File: config.mk
export PLATFORM = sky130hd
export DESIGN_NAME = multi_pdet_combiner
export DESIGN_NICKNAME = d
export VERILOG_FILES = /design/src/rtl/multi_pdet_combiner.sv
export SDC_FILE = /design/constraint.sdc
export NUM_CORES = 1
export LEC_CHECK = 0
export ABC_AREA = 0
export BUFFER_PORTS_ARGS = -buffer_cell sky130_fd_sc_hd__buf_2
export CAP_MARGIN = 0
export CORE_ASPECT_RATIO = 0.8
export CORE_MARGIN = 8
export CORE_UTILIZATION = 35
export DETAILED_ROUTE_END_ITERATION = 10
export PLACE_DENSITY_LB_ADDON = 0.1
export SLEW_MARGIN = 25
export SYNTH_ARGS = -nofsm -noshare
export SYNTH_HDL_FRONTEND = slang
export SYNTH_SLANG_ARGS = --single-unit
File: constraint.sdc
create_clock -name fpga_clk_i -period 5.4 [get_ports fpga_clk_i]
set_clock_uncertainty 0.1 [all_clocks]
set_input_delay 0.27 -clock fpga_clk_i [delete_from_list [all_inputs] [get_ports fpga_clk_i]]
set_output_delay 0.27 -clock fpga_clk_i [all_outputs]
set_load 0.005 [all_outputs]
File: src/rtl/multi_pdet_combiner.sv
// multi_pdet_combiner: per-channel signed edge-offset phase detectors feeding a
// once-per-generated-period summing stage for the ADPLL loop filter.
module multi_pdet_combiner #(
    parameter int  N_CH    = 4,
    parameter int  WIDTH   = 8,
    parameter int  TIMEOUT = 200,
    localparam int SW      = WIDTH + $clog2(N_CH) + 1
) (
    input  logic                  fpga_clk_i,
    input  logic                  reset_ni,
    input  logic                  enable_i,
    input  logic [N_CH-1:0]       ch_en_i,
    input  logic [N_CH-1:0]       invert_i,
    input  logic [N_CH-1:0]       ref_i,
    input  logic                  gen_i,
    output logic [N_CH*WIDTH-1:0] pd_err_o,
    output logic [N_CH-1:0]       timeout_o,
    output logic signed [SW-1:0]  err_sum_o,
    output logic [3:0]            active_o,
    output logic                  err_valid_o
);
    typedef enum logic [1:0] {IDLE, REF_LEAD, GEN_LEAD} state_t;

    localparam logic [WIDTH-1:0] MAX_ERR = WIDTH'((1 << (WIDTH-1)) - 1);
    localparam logic [WIDTH-1:0] TO_CNT  = WIDTH'(TIMEOUT);

    // gen sits in the MSB so every clock shares one synchroniser bank
    logic [N_CH:0]   sync1, sync2, sync_d;
    logic [N_CH:0]   rise;
    logic [N_CH-1:0] rise_ref;
    logic            rise_gen;
    logic [N_CH-1:0] fresh;

    // two-flop synchronisers plus edge register, identical latency for all inputs
    always_ff @(posedge fpga_clk_i or negedge reset_ni) begin
        if (!reset_ni) begin
            sync1  <= '0;
            sync2  <= '0;
            sync_d <= '0;
        end else begin
            sync1  <= {gen_i, ref_i};
            sync2  <= sync1;
            sync_d <= sync2;
        end
    end

    assign rise     = sync2 & ~sync_d;
    assign rise_ref = rise[N_CH-1:0];
    assign rise_gen = rise[N_CH];

    for (genvar k = 0; k < N_CH; k++) begin : g_ch
        state_t           state, state_nx;
        logic [WIDTH-1:0] cnt, cnt_nx;   // cycles elapsed since the opening edge
        logic [WIDTH-1:0] sat_cnt, mag, err_nx, err_q;
        logic             run, lat, lat_to, neg;
        logic             to_q, fresh_q;

        assign run     = enable_i & ch_en_i[k];
        assign sat_cnt = (cnt > MAX_ERR) ? MAX_ERR : cnt;
        // reciprocal links flip sign; range is symmetric so negation never wraps
        assign err_nx  = (neg ^ invert_i[k]) ? (~mag + 1'b1) : mag;

        // channel state register
        always_ff @(posedge fpga_clk_i or negedge reset_ni) begin
            if (!reset_ni) begin
                state <= IDLE;
                cnt   <= '0;
            end else begin
                state <= state_nx;
                cnt   <= cnt_nx;
            end
        end

        // open on first edge, close on the opposite edge, or force-close on timeout
        always_comb begin
            state_nx = state;
            cnt_nx   = cnt;
            lat      = 1'b0;
            lat_to   = 1'b0;
            neg      = 1'b0;
            mag      = '0;
            if (!run) begin
                state_nx = IDLE;
                cnt_nx   = '0;
            end else begin
                case (state)
                    IDLE: begin
                        if (rise_ref[k] && rise_gen) begin
                            lat = 1'b1;
                        end else if (rise_ref[k]) begin
                            state_nx = REF_LEAD;
                            cnt_nx   = WIDTH'(1);
                        end else if (rise_gen) begin
                            state_nx = GEN_LEAD;
                            cnt_nx   = WIDTH'(1);
                        end
                    end
                    REF_LEAD: begin
                        if (rise_gen) begin
                            lat = 1'b1;
                            mag = sat_cnt;
                            // a coincident ref edge opens the next measurement
                            state_nx = rise_ref[k] ? REF_LEAD : IDLE;
                            cnt_nx   = rise_ref[k] ? WIDTH'(1) : '0;
                        end else if (rise_ref[k]) begin
                            cnt_nx = WIDTH'(1);
                        end else if (cnt == TO_CNT) begin
                            lat      = 1'b1;
                            lat_to   = 1'b1;
                            mag      = MAX_ERR;
                            state_nx = IDLE;
                            cnt_nx   = '0;
                        end else begin
                            cnt_nx = cnt + 1'b1;
                        end
                    end
                    GEN_LEAD: begin
                        neg = 1'b1;
                        if (rise_ref[k]) begin
                            lat = 1'b1;
                            mag = sat_cnt;
                            state_nx = rise_gen ? GEN_LEAD : IDLE;
                            cnt_nx   = rise_gen ? WIDTH'(1) : '0;
                        end else if (rise_gen) begin
                            cnt_nx = WIDTH'(1);
                        end else if (cnt == TO_CNT) begin
                            lat      = 1'b1;
                            lat_to   = 1'b1;
                            mag      = MAX_ERR;
                            state_nx = IDLE;
                            cnt_nx   = '0;
                        end else begin
                            cnt_nx = cnt + 1'b1;
                        end
                    end
                    default: state_nx = IDLE;
                endcase
            end
        end

        // latched error, sticky timeout flag and fresh flag for the combiner
        always_ff @(posedge fpga_clk_i or negedge reset_ni) begin
            if (!reset_ni) begin
                err_q   <= '0;
                to_q    <= 1'b0;
                fresh_q <= 1'b0;
            end else begin
                if (lat) begin
                    err_q <= err_nx;
                    to_q  <= lat_to;
                end
                // a latch on the snapshot edge itself belongs to the next window
                if (!run)          fresh_q <= 1'b0;
                else if (lat)      fresh_q <= 1'b1;
                else if (rise_gen) fresh_q <= 1'b0;
            end
        end

        assign pd_err_o[k*WIDTH +: WIDTH] = err_q;
        assign timeout_o[k]               = to_q;
        assign fresh[k]                   = fresh_q;
    end

    logic [1:0]            vld_pipe;
    logic [N_CH-1:0]       snap_m;
    logic [N_CH*WIDTH-1:0] snap_e;
    logic signed [SW-1:0]  sum_c;
    logic [3:0]            act_c;

    // sign-extended sum and count of the snapshotted channels
    always_comb begin
        sum_c = '0;
        act_c = '0;
        for (int k = 0; k < N_CH; k++) begin
            if (snap_m[k]) begin
                sum_c = sum_c + {{(SW-WIDTH){snap_e[k*WIDTH+WIDTH-1]}}, snap_e[k*WIDTH +: WIDTH]};
                act_c = act_c + 4'd1;
            end
        end
    end

    // snapshot on each generated edge, publish two cycles later
    always_ff @(posedge fpga_clk_i or negedge reset_ni) begin
        if (!reset_ni) begin
            vld_pipe  <= '0;
            snap_m    <= '0;
            snap_e    <= '0;
            err_sum_o <= '0;
            active_o  <= '0;
        end else begin
            vld_pipe[0] <= rise_gen & enable_i;
            vld_pipe[1] <= vld_pipe[0] & enable_i;
            if (rise_gen && enable_i) begin
                snap_m <= fresh & ch_en_i;
                snap_e <= pd_err_o;
            end
            if (vld_pipe[0] && enable_i) begin
                err_sum_o <= sum_c;
                active_o  <= act_c;
            end
        end
    end

    assign err_valid_o = vld_pipe[1];

endmodule

## After elaboration in Yosys (flattened, before gate mapping)

Index checks and enable logic that the tools add are counted.

- Add/subtract/negate cells: 14
- Magnitude comparators: 4
- Equal/unequal tests: 36
- Multiplexer cells: 193
- Bitwise gates (word level): 17
- Reductions and logical operators: 18

Operators by type and width:

| kind | number |
|---|---|
| $mux W8 | 57 |
| $pmux W8 S3 | 4 |
| $mux W2 | 34 |
| $mux W1 | 67 |
| $add A8 B1 Y8 const B | 8 |
| $pmux W8 S2 | 4 |
| $mux W7 | 8 |
| $ne A4 B4 Y1 const B | 12 |
| $mux W11 | 4 |
| $add A11 B11 Y11 | 3 |
| $eq A8 B8 Y1 const B | 4 |
| $gt A8 B7 Y1 const B | 4 |
| $not A8 Y8 | 4 |
| $pmux W2 S3 | 4 |
| $ne A4 B1 Y1 const B | 4 |
| $reduce_and A4 Y1 | 4 |
| $add A4 B1 Y4 const B | 3 |
| $mux W4 | 3 |
| $ne A3 B2 Y1 const B | 4 |
| $ne A3 B3 Y1 const B | 4 |
| $pmux W1 S3 | 4 |
| $reduce_and A3 Y1 | 4 |
| $eq A2 B1 Y1 const B | 4 |
| $eq A2 B2 Y1 const B | 4 |
| other kinds (8) | 27 |

- Register bits: 148

## Longest topological paths before layout

- Depth in word-level cells: 9
- Mapped depth: 26
- Mapped depth without buffers: 24

## Worst setup path before layout

OpenSTA, ideal clock, no wires.

- Kind: reg2reg
- Start point: reg snap_m[0]
- End point: reg err_sum_o[10]
- Setup time: 0.126 ns
- Arrival time: 4.789 ns
- Data required time: 5.174 ns
- Slack: 0.385 ns
- Stages on the path, launching flop included: 25
- Path through: dfrtp_1 -> buf_2 -> buf_2 -> and2_1 -> ha_1 -> ha_1 -> a21oi_1 -> nor4_2 -> or3_1 -> nand3_1 -> xnor2_1 -> ha_1 -> nand3_1 -> o211ai_1 -> o41ai_1 -> nor3_1 -> o31ai_1 -> o31ai_1 -> ha_1 -> a21o_1 -> a41oi_1 -> mux2i_1 -> and2_1 -> o221a_2 -> a221o_1

- Word-level cells in the longest chain between the ends: 7

Ends and longest elaborated chain:

| element | RTL line | RTL |
|---|---|---|
| from (decl) | 165 | `logic [N_CH-1:0] snap_m;` |
| from (signal assigned) | 194 | `snap_m <= fresh & ch_en_i;` |
| $mux W11 (*) | 175 | `if (snap_m[k]) begin` |
| $add A11 B11 Y11 | 176 | `sum_c = sum_c + {{(SW-WIDTH){snap_e[k*WIDTH+WIDTH-1]}}, snap_e[k*WIDTH +: WIDTH]};` |
| $mux W11 (*) | 175 |  |
| $add A11 B11 Y11 | 176 |  |
| $mux W11 (*) | 175 |  |
| $add A11 B11 Y11 | 176 |  |
| $mux W11 (*) | 175 |  |
| to (signal assigned) | 198 | `err_sum_o <= sum_c;` |
| to (decl) | 18 | `output logic signed [SW-1:0] err_sum_o,` |

Mark *: on every way between the ends. The rest lies on a longest branch, timed or not.
A chain may end at the register's enable or synchronous reset.

## Worst setup path in the final report

Ends and elaborated chain as after synthesis.

==> flow_summary.yaml <==
cells_and_area:
  drive_above_1_share_pct: 15.2
  final.fill_count: 2984
  layout.cells.most_common: "sky130_fd_sc_hd__dfrtp_1"
  antennaDiodeCount: 0
  syn2layout_area_growth_pct: 12.3
  layout.cells.most_common_list: "sky130_fd_sc_hd__dfrtp_1 (147), sky130_fd_sc_hd__nand2_1 (145), sky130_fd_sc_hd__o21ai_0 (116)"
  instances_no_fill: 1630
  finalCoreUtilization_pct: 39.5
  design.final.nets: 1317
synth:
  postSynthAreaPerCell_sq_um: 8.43
  synth_seq_cells: 148
  netlist-cell-type-count: 79
  netlist_area_sq_um: 10200
  synth-warning-count: 0
  async_set_reset_flop_share_out_of_synthesis_pct: 100
  ys.flop_type: "sky130_fd_sc_hd__dfrtp_1"
  syn_nets: 1282
  number_of_synthesized_flops_with_an_enable_pin: 0
  synthCells: 1207
  synth.yosys.seq_area_share_pct: 36.4
critical_path:
  critPathSlowestCell: "sky130_fd_sc_hd__ha_1"
  critical_path.startpoint_type: "flop"
  critical_path.cell_chain: "and2_1, ha_2, a21oi_2, o22ai_2, o22a_1, o21a_1, or3_1, nand3_1, o21ai_0, ha_1, nor3_2, nor2_1, o41ai_2, buf_4, nor4b_1, o31ai_1, o31ai_1, ha_1, a21o_1, a41oi_2, mux2i_1, and2_1, o221a_2, a221o_1"
  path_delay_family: "compound AO/OA/AOI/OAI gates"
  end_kind: "flop"
  worstPathRequired_ns: 5.61
  arrival_ns: 5.23
  cpPeakStageDelay_ns: 0.42
  worst_setup_path_startpoint: "snap_m[0]"
  critPathMaxFanout: 6
  classification_of_the_worst_setup_path: "reg2reg"
  worstPathBufferInverterCount: 1
  regToRegStartpoint: "snap_m[0]"
floorplanning:
  initial_utilization_pct: 35.2
  die_x_um: 207
  site_row_count: 56
  die_area_sq_um: 34800
  floorplan.die.height_um: 169
  floorplan.io_pins: 68
  core_region_area_sq_um: 28900
placed_design:
  detailed_place_hpwl_mm: 21.4
  placed_insts: 1594
  globalplace.congestion: 0.846
  buffer_ports.inserted: 67
sta:
  maxSlewViolCount: 0
  post-route-period-util_pct: 92.8
  timing_hold_violations_final: 0
  max_slew_margin_pct: 36.9
  finalSetupViolCount: 0
  fmax_mhz: 199
  layout_min_cycle_time_ns: 5.01
  worst_slew_pin_slew_ns: 0.947
hold_path:
  hold_path_class: "in2reg"
  hold_path.startpoint: "ch_en_i[1]"
grt:
  global_route.usage.total_pct: 16.8
  first_global_vias: 8479
  grt_first_pass_wirelength_mm: 46.8
  grt_max_degree: 63
  antenna_found_initial: 0
  grt.overflow.total: 0
routing:
  first_iter_violations: 663
  wire_per_inst_um: 17.7
  number_of_iterations_in_the_first_detailed_routing_pass: 5
  postRouteAntennaNets: 0
  routed_via_count: 8814
  drt_wl_total_mm: 28.9
  remaining_drc_errors: 0
  avgViaCountPerCell: 5.41
clock_tree:
  cts_buffer_depth: 2
  clock_buffer_count_from_cts: 17
  clock_latency_ns: 0.43
  cts-htree-levels: 4
  tritoncts: "yes"
  cts_sinks: 148
  clock_tree.root_cell: "sky130_fd_sc_hd__clkbuf_16"
  number_of_buffers_inserted_to_repair_setup_after_cts: 0
  clock_pin_slew_of_the_registers_on_the_worst_case_setup_and_hold_paths_ns: 0.06
power_and_ir_drop:
  worst_ir_drop_vdd_v: 0.000216
  p_leak_uw: 0.00501
  pwr_density_cell_nw_per_um2: 228
run_status:
  outcome: "completed"
run:
  max-cap-violations: 0
-- logic make-up (layout without fill, tap and decap cells) --
logic type | after synthesis | count (layout) | synth area share (%)
AOI/OAI and AO/OA | 362 | 362 | 22.6
xor gates and xnor gates | 38 | 38 | 3.27
adders and majority gates | 59 | 59 | 7.40
buffers and inverters | 117 | 163 | 4.83
DFF | 148 | 148 | 36.4
muxes | 43 | 43 | 4.65
and+or+nand+nor | 440 | 440 | 20.8
-- timing repair --
action | 4_1_cts | 5_1_grt
endpoints found under the setup margin | 0 | 1
endpoints found under the hold margin | 30 | 0
gates resized for setup | 0 | 17
hold buffers | 6 | 0
-- area by class of cell --
type	count	area [sq um]	area share, %
timing repair buffer	91	537	4.69
tap	377	472	4.13
inverter	42	158	1.38
clock buffer	20	457	3.99
sequential	148	3700	32.4
clock inverter	10	61.3	0.536
multi-input combinational	942	6050	52.9
-- stage by stage --
step	power, uW	worst slack [ns]	setup TNS, ns	instance area (sq um)	hold WS [ns]
5_1_grt	2740	-0.00209	-0.00209	11400	0.152
4_1_cts	2650	0.215	0	11400	0.103
3_3_place_gp	1540	0.337	0	10800	0.0535
3_5_place_dp	1540	0.237	0	10800	0.0525
2_1_floorplan	1410	0.385	0	10200	-0.126
6_report	2610	0.387	0	11400	0.114
-- power breakdown --
group | switching, uW | internal [uW] | leakage [uW]
Combinational | 195 | 124 | 0.00276
Sequential | 48.7 | 1160 | 0.00200
Clock | 486 | 602 | 0.000253
-- worst register-to-register path, delay by kind of cell (launching register included) --
family / cells / cell delay, ns
AND/OR/NAND/NOR: 7 / 1.07
AO/OA/AOI/OAI: 12 / 2.08
multiplexers: 1 / 0.12
adder cells (fa/ha/maj): 3 / 0.97
flip-flops: 1 / 0.39
buffers and inverters: 1 / 0.15
-- registers in the layout, summed over array words and instances (netlist names) --
| signal | flops |
|---|---|
| g_ch.cnt | 32 |
| g_ch.err_q | 32 |
| snap_e | 32 |
| err_sum_o | 11 |
| g_ch.state | 8 |
| sync1 | 5 |
| sync2 | 5 |
| sync_d | 5 |
| active_o | 4 |
| g_ch.fresh_q | 4 |
| g_ch.to_q | 4 |
| snap_m | 4 |
| vld_pipe | 2 |
-- worst paths after layout --
kind                                    to  slack, ns  cells after the start
setup / recovery             err_sum_o[10]       0.39                     24
hold / removal             g_ch[1].fresh_q       0.11                      3
setup reg to reg             err_sum_o[10]       0.39                     24
hold reg to reg                   sync2[4]       0.25                      0
max in group asynchronous        snap_e[1]       3.86                      3
min in group asynchronous   g_ch[3].cnt[4]       0.17                      2
-- cell usage after synthesis (all sizes together) (3+ instances only) --
cell type | instances | area [sq um]
ha | 57 | 713
xor2 | 9 | 78.8
mux2i | 9 | 90.1
nor4b | 6 | 52.6
nor2 | 102 | 385
o21a | 4 | 30.0
mux2 | 34 | 383
buf | 26 | 150
or3 | 25 | 156
nor3 | 29 | 145
or2 | 12 | 75.1
inv | 38 | 143
o211ai | 11 | 82.6
o2111a | 3 | 33.8
a22oi | 9 | 67.6
o21ai | 125 | 633
a221oi | 4 | 41.3
nand2b | 13 | 81.3
nand2 | 145 | 544
nand3b | 3 | 22.5
and2 | 17 | 106
nand4 | 8 | 50.1
a21o | 9 | 67.6
nand3 | 36 | 180
a211oi | 3 | 27.5
a41o | 4 | 40.0
a31oi | 18 | 113
a32o | 3 | 30.0
o31ai | 20 | 155
clkbuf | 49 | 184
and3 | 11 | 68.8
or3b | 3 | 28.8
dfrtp | 148 | 3700
o22ai | 14 | 93.8
nor2b | 13 | 88.8
o22a | 4 | 35.0
a21oi | 81 | 405
o41ai | 9 | 78.8
o31a | 3 | 26.3
nor4 | 8 | 56.3
a22o | 19 | 166
clkinv | 4 | 15.0
xnor2 | 29 | 254
-- per-layer routing --
metal	global-route usage, %	vias up	wire length [um]
li1	-	4421	-
met1	25.3	4234	15300
met2	24.4	132	12300
met3	2.62	27	889
met4	4.44	0	442
met5	0	-	0
No activity file was read; power rests on OpenSTA's default activity.
